<file path="config.mk">
export PLATFORM = sky130hd
export DESIGN_NAME = noc_flit_injector
export DESIGN_NICKNAME = d
export VERILOG_FILES = /design/src/rtl/noc_pkg.sv /design/src/rtl/noc_credit_counter.sv /design/src/rtl/noc_flit_injector.sv
export SDC_FILE = /design/constraint.sdc
export NUM_CORES = 1
export LEC_CHECK = 0
export BUFFER_PORTS_ARGS = -buffer_cell sky130_fd_sc_hd__buf_2
export CAP_MARGIN = 20
export CORE_ASPECT_RATIO = 1.1
export CORE_MARGIN = 2
export CORE_UTILIZATION = 30
export DETAILED_ROUTE_END_ITERATION = 10
export MAX_ROUTING_LAYER = met4
export PLACE_DENSITY_LB_ADDON = 0.08
export SYNTH_ARGS = -nofsm -noshare
export SYNTH_HDL_FRONTEND = slang
export SYNTH_HIERARCHICAL = 1
export SYNTH_SLANG_ARGS = --single-unit
</file>
<file path="constraint.sdc">
create_clock -name clk -period 3 [get_ports clk]
set_clock_uncertainty 0.1 [all_clocks]
set_input_delay 0.3 -clock clk [delete_from_list [all_inputs] [get_ports clk]]
set_output_delay 0.3 -clock clk [all_outputs]
set_load 0.1 [all_outputs]
</file>
<file path="src/rtl/noc_pkg.sv">
// Shared NoC definitions: address layout, flit identifiers, header field offsets, injector states.
package noc_pkg;

  localparam int unsigned ADDR_W     = 4;
  localparam int unsigned ADDR_XY_W  = 2;
  localparam int unsigned ADDR_X_LSB = 0;
  localparam int unsigned ADDR_Y_LSB = 2;

  localparam int unsigned FLIT_ID_W = 3;
  localparam logic [FLIT_ID_W-1:0] FLIT_IDLE    = 3'b000;
  localparam logic [FLIT_ID_W-1:0] FLIT_HEADER  = 3'b001;
  localparam logic [FLIT_ID_W-1:0] FLIT_PAYLOAD = 3'b010;
  localparam logic [FLIT_ID_W-1:0] FLIT_TAIL    = 3'b100;

  // Header flit layout: {zeros, len, src, dst}
  localparam int unsigned HDR_DST_LSB = 0;
  localparam int unsigned HDR_SRC_LSB = 4;
  localparam int unsigned HDR_LEN_LSB = 8;

  typedef struct packed {
    logic [ADDR_XY_W-1:0] y;
    logic [ADDR_XY_W-1:0] x;
  } noc_addr_t;

  typedef enum logic [1:0] {
    ST_IDLE,
    ST_HEAD,
    ST_BODY,
    ST_TAIL
  } inj_state_t;

endpackage

</file>
<file path="src/rtl/noc_credit_counter.sv">
// Saturating credit counter: +1 on inc, -1 on dec, overflow flagged when inc arrives at MAX.
module noc_credit_counter #(
  parameter int unsigned MAX   = 4,
  parameter int unsigned CNT_W = $clog2(MAX + 1)
) (
  input  logic             clk,
  input  logic             rst,
  input  logic             inc,
  input  logic             dec,
  output logic [CNT_W-1:0] count,
  output logic             ovf_c
);

  localparam logic [CNT_W-1:0] MAX_V = CNT_W'(MAX);

  logic inc_ok_c;
  logic dec_ok_c;

  // An increment at full count is a protocol error and is dropped
  assign ovf_c    = inc && (count == MAX_V);
  assign inc_ok_c = inc && !ovf_c;
  assign dec_ok_c = dec && (count != '0);

  // Count register; coincident inc and dec cancel
  always_ff @(posedge clk or posedge rst) begin
    if (rst) begin
      count <= MAX_V;
    end else if (inc_ok_c && !dec_ok_c) begin
      count <= count + 1'b1;
    end else if (dec_ok_c && !inc_ok_c) begin
      count <= count - 1'b1;
    end
  end

endmodule

</file>
<file path="src/rtl/noc_flit_injector.sv">
// Network-interface transmitter: packet request + data words -> HEADER/PAYLOAD/TAIL flits, credit flow control.
module noc_flit_injector
  import noc_pkg::*;
#(
  parameter int unsigned DATA_W  = 32,
  parameter int unsigned LEN_W   = 4,
  parameter int unsigned CREDITS = 4
) (
  input  logic                           clk,
  input  logic                           rst,
  input  logic [ADDR_W-1:0]              cur_addr,
  input  logic                           pkt_valid,
  output logic                           pkt_ready,
  input  logic [ADDR_W-1:0]              pkt_dst,
  input  logic [LEN_W-1:0]               pkt_len,
  input  logic                           data_valid,
  output logic                           data_ready,
  input  logic [DATA_W-1:0]              data_in,
  output logic                           flit_valid,
  output logic [FLIT_ID_W-1:0]           flit_id,
  output logic [ADDR_W-1:0]              dst_addr,
  output logic [DATA_W-1:0]              flit_data,
  input  logic                           credit_in,
  output logic [$clog2(CREDITS+1)-1:0]   credits_avail,
  output logic                           busy,
  output logic                           err
);

  localparam int unsigned CNT_W = $clog2(CREDITS + 1);

  inj_state_t             state, state_d;
  logic [LEN_W-1:0]       rem, rem_d;
  logic [ADDR_W-1:0]      dst_d;
  logic                   flit_valid_d;
  logic [FLIT_ID_W-1:0]   flit_id_d;
  logic [DATA_W-1:0]      flit_data_d;
  logic [DATA_W-1:0]      hdr_c;
  logic                   pkt_ready_d;
  logic                   busy_d;
  logic                   err_d;
  logic                   send_c;
  logic                   cnt_ovf_c;
  logic                   has_credit_c;
  logic                   data_hs_c;
  logic                   accept_c;

  noc_credit_counter #(
    .MAX   (CREDITS),
    .CNT_W (CNT_W)
  ) u_credits (
    .clk   (clk),
    .rst   (rst),
    .inc   (credit_in),
    .dec   (send_c),
    .count (credits_avail),
    .ovf_c (cnt_ovf_c)
  );

  assign has_credit_c = (credits_avail != '0);
  assign data_ready   = ((state == ST_BODY) || (state == ST_TAIL)) && has_credit_c;
  assign data_hs_c    = data_valid && data_ready;
  assign accept_c     = (state == ST_IDLE) && pkt_valid && pkt_ready;

  // Header flit image; rem still holds the full packet length while in HEAD
  always_comb begin
    hdr_c = '0;
    hdr_c[HDR_DST_LSB +: ADDR_W] = dst_addr;
    hdr_c[HDR_SRC_LSB +: ADDR_W] = cur_addr;
    hdr_c[HDR_LEN_LSB +: LEN_W]  = rem;
  end

  // Next-state and registered-output decode
  always_comb begin
    state_d      = state;
    rem_d        = rem;
    dst_d        = dst_addr;
    flit_valid_d = 1'b0;
    flit_id_d    = FLIT_IDLE;
    flit_data_d  = '0;
    err_d        = cnt_ovf_c;
    send_c       = 1'b0;

    case (state)
      ST_IDLE: begin
        if (accept_c) begin
          if (pkt_len == '0) begin
            err_d = 1'b1;
          end else begin
            dst_d   = pkt_dst;
            rem_d   = pkt_len;
            state_d = ST_HEAD;
          end
        end
      end
      ST_HEAD: begin
        if (has_credit_c) begin
          send_c       = 1'b1;
          flit_valid_d = 1'b1;
          flit_id_d    = FLIT_HEADER;
          flit_data_d  = hdr_c;
          state_d      = (rem > LEN_W'(1)) ? ST_BODY : ST_TAIL;
        end
      end
      ST_BODY: begin
        if (data_hs_c) begin
          send_c       = 1'b1;
          flit_valid_d = 1'b1;
          flit_id_d    = FLIT_PAYLOAD;
          flit_data_d  = data_in;
          rem_d        = rem - 1'b1;
          if (rem_d == LEN_W'(1)) begin
            state_d = ST_TAIL;
          end
        end
      end
      ST_TAIL: begin
        if (data_hs_c) begin
          send_c       = 1'b1;
          flit_valid_d = 1'b1;
          flit_id_d    = FLIT_TAIL;
          flit_data_d  = data_in;
          state_d      = ST_IDLE;
        end
      end
      default: state_d = ST_IDLE;
    endcase

    pkt_ready_d = (state_d == ST_IDLE);
    busy_d      = (state_d != ST_IDLE);
  end

  // State and output registers; reset abandons any packet in flight
  always_ff @(posedge clk or posedge rst) begin
    if (rst) begin
      state      <= ST_IDLE;
      rem        <= '0;
      dst_addr   <= '0;
      flit_valid <= 1'b0;
      flit_id    <= FLIT_IDLE;
      flit_data  <= '0;
      pkt_ready  <= 1'b0;
      busy       <= 1'b0;
      err        <= 1'b0;
    end else begin
      state      <= state_d;
      rem        <= rem_d;
      dst_addr   <= dst_d;
      flit_valid <= flit_valid_d;
      flit_id    <= flit_id_d;
      flit_data  <= flit_data_d;
      pkt_ready  <= pkt_ready_d;
      busy       <= busy_d;
      err        <= err_d;
    end
  end

endmodule

</file>
==> results of run 1 <==
sequential cells by signal, indices dropped and copies added (netlist names):
register and flops:
flit_data 32, dst_addr 4, rem 4, flit_id 3, u_credits/count 3, state 2, busy 1, err 1
flit_valid 1, pkt_ready 1
cell families (layout without fill, tap and decap cells):
group | Yosys count | count (layout) | share of synthesized area
adders and majority gates | 5 | 5 | 0.03355
DFF | 52 | 52 | 0.6237
AOI/OAI and AO/OA | 31 | 31 | 0.1222
buffers and inverters | 12 | 116 | 0.02277
and+or+nand+nor | 47 | 47 | 0.1468
xor gates and xnor gates | 4 | 4 | 0.01678
muxes | 5 | 5 | 0.03415
synthesized netlist by cell type (2+ instances only):
cell type  count  share of area
buf_2          2         0.0048
a22o_1        12          0.050
dfrtp_1       51           0.61
and2_1        21          0.063
a21oi_1        2         0.0048
o21ai_1        3         0.0072
xor2_1         2         0.0084
o211ai_1       3          0.011
o31ai_1        2         0.0072
nor2_1         5         0.0090
mux2_4         4          0.029
and3_1         2         0.0060
ha_1           4          0.024
inv_1          7          0.013
clkbuf_1       3         0.0054
xnor2_1        2         0.0084
nand2_1        3         0.0054
metal layers:
layer	up-vias	GRT usage	wire [um]
met5	-	-	0
met4	0	0.04032	59
met3	5	0.03636	310
met2	64	0.2016	2224
met1	749	0.1776	2175
li1	748	-	-
what timing repair did:
| item | in CTS | in global routing |
|---|---|---|
| hold buffers | 1 | 0 |
| setup endpoints to repair | 1 | 0 |
| gates resized for setup | 1 | 0 |
| hold endpoints to repair | 3 | 0 |
final cells by class:
type / instances / area, sq um
Fill cell: 682 / 3866
Inverter: 7 / 26.28
Tap cell: 82 / 102.6
Multi-Input combinational cell: 92 / 744.5
Timing Repair Buffer: 101 / 535.5
Sequential cell: 52 / 1303
Clock buffer: 7 / 86.33
Clock inverter: 1 / 7.507
critical path, cell delays in order (launching register included):
cell and delay [ns]:
dfstp_2 0.61, nor3_1 0.10, nor3b_4 0.59, or2_2 0.23, o31ai_1 0.07, ha_1 0.21
inv_1 0.07, fa_1 0.39, mux2_2 0.26
path summary, 6_finish.rpt:
path / startpoint / end / slack (ns)
max: u_credits/count[2]$_DFFE_PP1P_ / u_credits/count[1]$_DFFE_PP0P_ / 0.26
min in group asynchronous: rst / u_credits/count[0]$_DFFE_PP0P_ / 0.31
max in group asynchronous: rst / flit_data[10]$_DFF_PP0_ / 1.98
max reg2reg: u_credits/count[2]$_DFFE_PP1P_ / u_credits/count[1]$_DFFE_PP0P_ / 0.26
min reg2reg: dst_addr[3]$_DFFE_PP0P_ / flit_data[3]$_DFF_PP0_ / 0.42
min: data_in[24] / flit_data[24]$_DFF_PP0_ / 0.09
stage by stage:
| stage | std cells | instance area, sq um |
|---|---|---|
| finish | 342 | 2805 |
| detailed placement | 332 | 2675 |
| global route | 342 | 2805 |
| global placement | 332 | 2675 |
| CTS | 341 | 2785 |
| floorplan | 156 | 2088 |
==> results.yml, run 1 <==
timing:
  slew_viol_final: 0
  whs_ns: 0.09483
  max_freq_mhz: 364.5
  max_slew_margin: 0.5469
  setup_viol: 0
  tns_ns: 0
  hold_violations: 0
  rsz0062_at_grt: "false"
  layout_min_cycle_time_ns: 2.744
  tightest_slew_ns: 0.6790
  finalCritPeriodShare: 0.9146
  worst_slack_ns: 0.2562
cells_and_area:
  fin_nets: 313
  fin_util: 0.4205
  diodes: 0
  final_common_cell: "buf_2"
  layout_common_cells: "95 x buf_2, 51 x dfrtp_1, 21 x and2_1"
  drive_gt1_frac: 0.4923
  syn_to_final_growth_pct: 34.33
yosys:
  ys.flop_type: "dfrtp_1"
  synth_edf_count: 0
  ys_types: 45
  ys_ff_latch: 52
  syn_nets: 210
  syn_inst: 156
  synth_area_sq_mm: 0.002088
  synth_warnings: 6
  avgSynthCellArea_sq_um: 13.39
  synthArstFlopShare: 1.000
  synth_seq_area_share: 0.6237
drt:
  drc: 0
  dr.pass1.iters: 4
  ant_nets: 0
  drtIter0Drc: 92
  num_vias: 1566
  routed_wl_um: 4770
  wire_per_inst_um: 13.95
  drt-vias-per-instance: 4.579
placement:
  hpwl_um: 3406
  dp_slack_ns: -0.01699
  gp_congestion: 0.7072
  io_buffer_count: 95
clock_tree:
  path_clk_slew_ns: 0.09
  clk_latency_ns: 0.30
  numCtsBuffers: 5
  cts.sinks: 52
  cts_tree: "built"
  cts_buffer_depth: 2
  cts-root-buf: "clkbuf_8"
  h-tree-depth: 2
  post_cts_buffers: 0
grt:
  grt_pass1_vias: 1575
  grt_pass1_wl_um: 7810
  grt_max_degree: 50
  grt.total_usage: 0.1338
  gr-total-overflow: 0
  antenna_found_initial: 0
min_path:
  hp-class: "in2reg"
  hold_depth: 2
job:
  cap_violations: 0
setup_path:
  worstSetupEndpointType: "register"
  reg2reg_depth: 8
  critPathKind: "reg2reg"
  crit_arrival_ns: 2.84
  cp.required_ns: 3.09
  start_kind: "register"
  critPathMaxFanout: 15
floorplan:
  core_sq_mm: 0.006671
  num_rows: 31
  start_util: 0.3130
  dieArea_sq_mm: 0.007645
  boundaryPins: 96
  die_width_um: 83.55
  die_height_um: 91.51
status:
  status: "completed"
Power of run 1 is not shown: default switching activity piles up to over one toggle a cycle in this logic, so the estimate is an artifact.
==> run 2, diff against run 1 <==
--- a/config.mk
+++ b/config.mk
@@ -5,6 +5,7 @@
 export SDC_FILE = /design/constraint.sdc
 export NUM_CORES = 1
 export LEC_CHECK = 0
+export ABC_AREA = 1
 export BUFFER_PORTS_ARGS = -buffer_cell sky130_fd_sc_hd__buf_2
 export CAP_MARGIN = 20
 export CORE_ASPECT_RATIO = 1.1
==> constraint.sdc (replaced) <==
create_clock -name clk -period 3.3 [get_ports clk]
set_clock_uncertainty 0.1 [all_clocks]
set_input_delay 0.33 -clock clk [delete_from_list [all_inputs] [get_ports clk]]
set_output_delay 0.33 -clock clk [all_outputs]
set_load 0.1 [all_outputs]
==> results.yml, run 2 <==
status:
  status: "completed"
setup_path:
  start_kind: "register"
  reg2reg_depth: 13
  crit_arrival_ns: 1.75
  critPathMaxFanout: 14
  worst-r2r-setup-slack_ns: 1.16
  critPathKind: "reg2out"
  r2r_end: "u_credits/count[2]$_DFFE_PP1P_"
  crit_start: "u_credits/count[2]$_DFFE_PP1P_"
  worstPathCellList: "nor2_2 > a21oi_2 > buf_4 > buf_2"
  cp.required_ns: 2.87
  worstSetupEndpoint: "data_ready"
  slowest_delay_ns: 0.60
  r2r_start: "u_credits/count[1]$_DFFE_PP0P_"
  worstSetupEndpointType: "output pin"
  crit_path_top_delay_cell: "dfstp_2"
clock_tree:
  cts.sinks: 52
  cts_tree: "built"
  cts_buffer_depth: 2
  post_cts_buffers: 0
  cts-root-buf: "clkbuf_8"
  clk_latency_ns: 0.30
  holdBufCountCts: 1
  numCtsBuffers: 5
  h-tree-depth: 2
  path_clk_slew_ns: 0.10
  cts_resized: 0
grt:
  grt_pass1_vias: 1784
  antenna_found_initial: 0
  grt.total_usage: 0.1375
  gr-total-overflow: 0
  grt_max_degree: 36
  grt_pass1_wl_um: 8535
timing:
  max_slew_margin: 0.6711
  layout_min_cycle_time_ns: 2.177
  finalCritPeriodShare: 0.6597
  tightest_slew_ns: 0.4967
  slew_viol_final: 0
  rsz0062_at_grt: "false"
  tns_ns: 0
  setup_viol: 0
  max_freq_mhz: 459.4
  hold_violations: 0
drt:
  routed_wl_um: 5380
  ant_nets: 0
  dr.pass1.iters: 4
  num_vias: 1915
  drt-vias-per-instance: 4.382
  drtIter0Drc: 71
  wire_per_inst_um: 12.31
  drc: 0
yosys:
  synth.top_cells.by_count: "51 x dfrtp_1, 49 x nand2_1, 38 x inv_1"
  synth_seq_area_share: 0.5751
  synth_edf_count: 0
  syn_inst: 250
  synthTopCellsByArea: "dfrtp_1 56%, nand2_1 8.1%, inv_1 6.3%, nand3_1 5.7%, nor2_1 5.3%"
  ys_types: 32
  synthArstFlopShare: 1.000
  synth_top_cell_area_share: 0.5635
  yosys.area.top_type: "dfrtp_1"
  avgSynthCellArea_sq_um: 9.059
  syn_nets: 304
  synth_area_sq_mm: 0.002265
  yosysMostFrequentCell: "dfrtp_1"
  synth_warnings: 6
  ys_ff_latch: 52
  ys.flop_type: "dfrtp_1"
floorplan:
  die_width_um: 86.84
  boundaryPins: 96
  core_sq_mm: 0.007391
  dieArea_sq_mm: 0.008261
  num_rows: 33
  start_util: 0.3064
  die_height_um: 95.13
cells_and_area:
  syn_to_final_growth_pct: 30.77
  diodes: 0
  largestRegisters: "flit_data: 32 flops, dst_addr: 4 flops, rem: 4 flops"
  final_common_cell: "buf_2"
  top_register: "flit_data"
  drive_gt1_frac: 0.3629
  fin_area_sq_mm: 0.002962
  regArea_sq_mm: 0.001303
  layout_common_cells: "95 x buf_2, 51 x dfrtp_1, 49 x nand2_1"
  multiInputGateArea_sq_um: 747.0
  largest_register_ffs: 32
  nFillCells: 793
  fin_nets: 403
min_path:
  hold_depth: 3
  hp-class: "in2reg"
job:
  cap_violations: 0
placement:
  placed_area_sq_mm: 0.002840
  hpwl_um: 4079
  gp_congestion: 0.7509
  io_buffer_count: 95
## run 2: worst min path at each step
stage / from / to / slack [ns]
2_1_floorplan: rst / u_credits/count[0]$_DFFE_PP0P_ / -0.02
3_3_place_gp: rst / u_credits/count[0]$_DFFE_PP0P_ / 0.13
3_5_place_dp: rst / u_credits/count[0]$_DFFE_PP0P_ / 0.12
4_1_cts: data_in[22] / flit_data[22]$_DFF_PP0_ / 0.11
5_1_grt: data_in[28] / flit_data[28]$_DFF_PP0_ / 0.11
6_report: data_in[22] / flit_data[22]$_DFF_PP0_ / 0.12
## run 2: layout make-up
type / count / share of cell area
Inverter: 45 / 0.05788
Clock buffer: 6 / 0.02450
Sequential cell: 52 / 0.4398
Multi-Input combinational cell: 146 / 0.2522
Tap cell: 87 / 0.03676
Timing Repair Buffer: 99 / 0.1757
Clock inverter: 2 / 0.01310
## run 2: kinds of logic (layout without fill, tap and decap cells)
logic type                 Yosys count  in the layout  share of synthesized area
and+or+nand+nor                    120            120                     0.2403
DFF                                 52             52                     0.5751
buffers and inverters               52            152                    0.09503
AOI/OAI and AO/OA                   20             20                    0.05470
adders and majority gates            5              5                    0.03094
xor gates and xnor gates             1              1                   0.003868
## run 2: routing by layer
metal  global-route usage  vias to the layer above  part of all wire
li1                     -                      964                 -
met1               0.1722                      887              0.45
met2               0.2214                       57              0.48
met3              0.03203                        7             0.052
met4              0.04167                        0             0.016
met5                    -                        -                 0
## run 2: through the flow
step	std cells	hold WS (ns)	util	worst slack, ns
2_1_floorplan	250	-0.01708	-	0.4315
3_3_place_gp	427	0.1276	0.3816	1.208
3_5_place_dp	428	0.1237	0.3843	1.178
4_1_cts	437	0.1073	0.4007	1.096
5_1_grt	437	0.1052	0.4007	0.9363
6_report	437	0.1209	0.4007	1.123
## run 2: worst max-delay path, delay by kind of cell, from the launching register on
kind            cells  cell delay (ns)
flops               1             0.60
simple gates        1             0.06
compound gates      1             0.12
buf+inv             2             0.66
Power of run 2 is left out for the same reason.
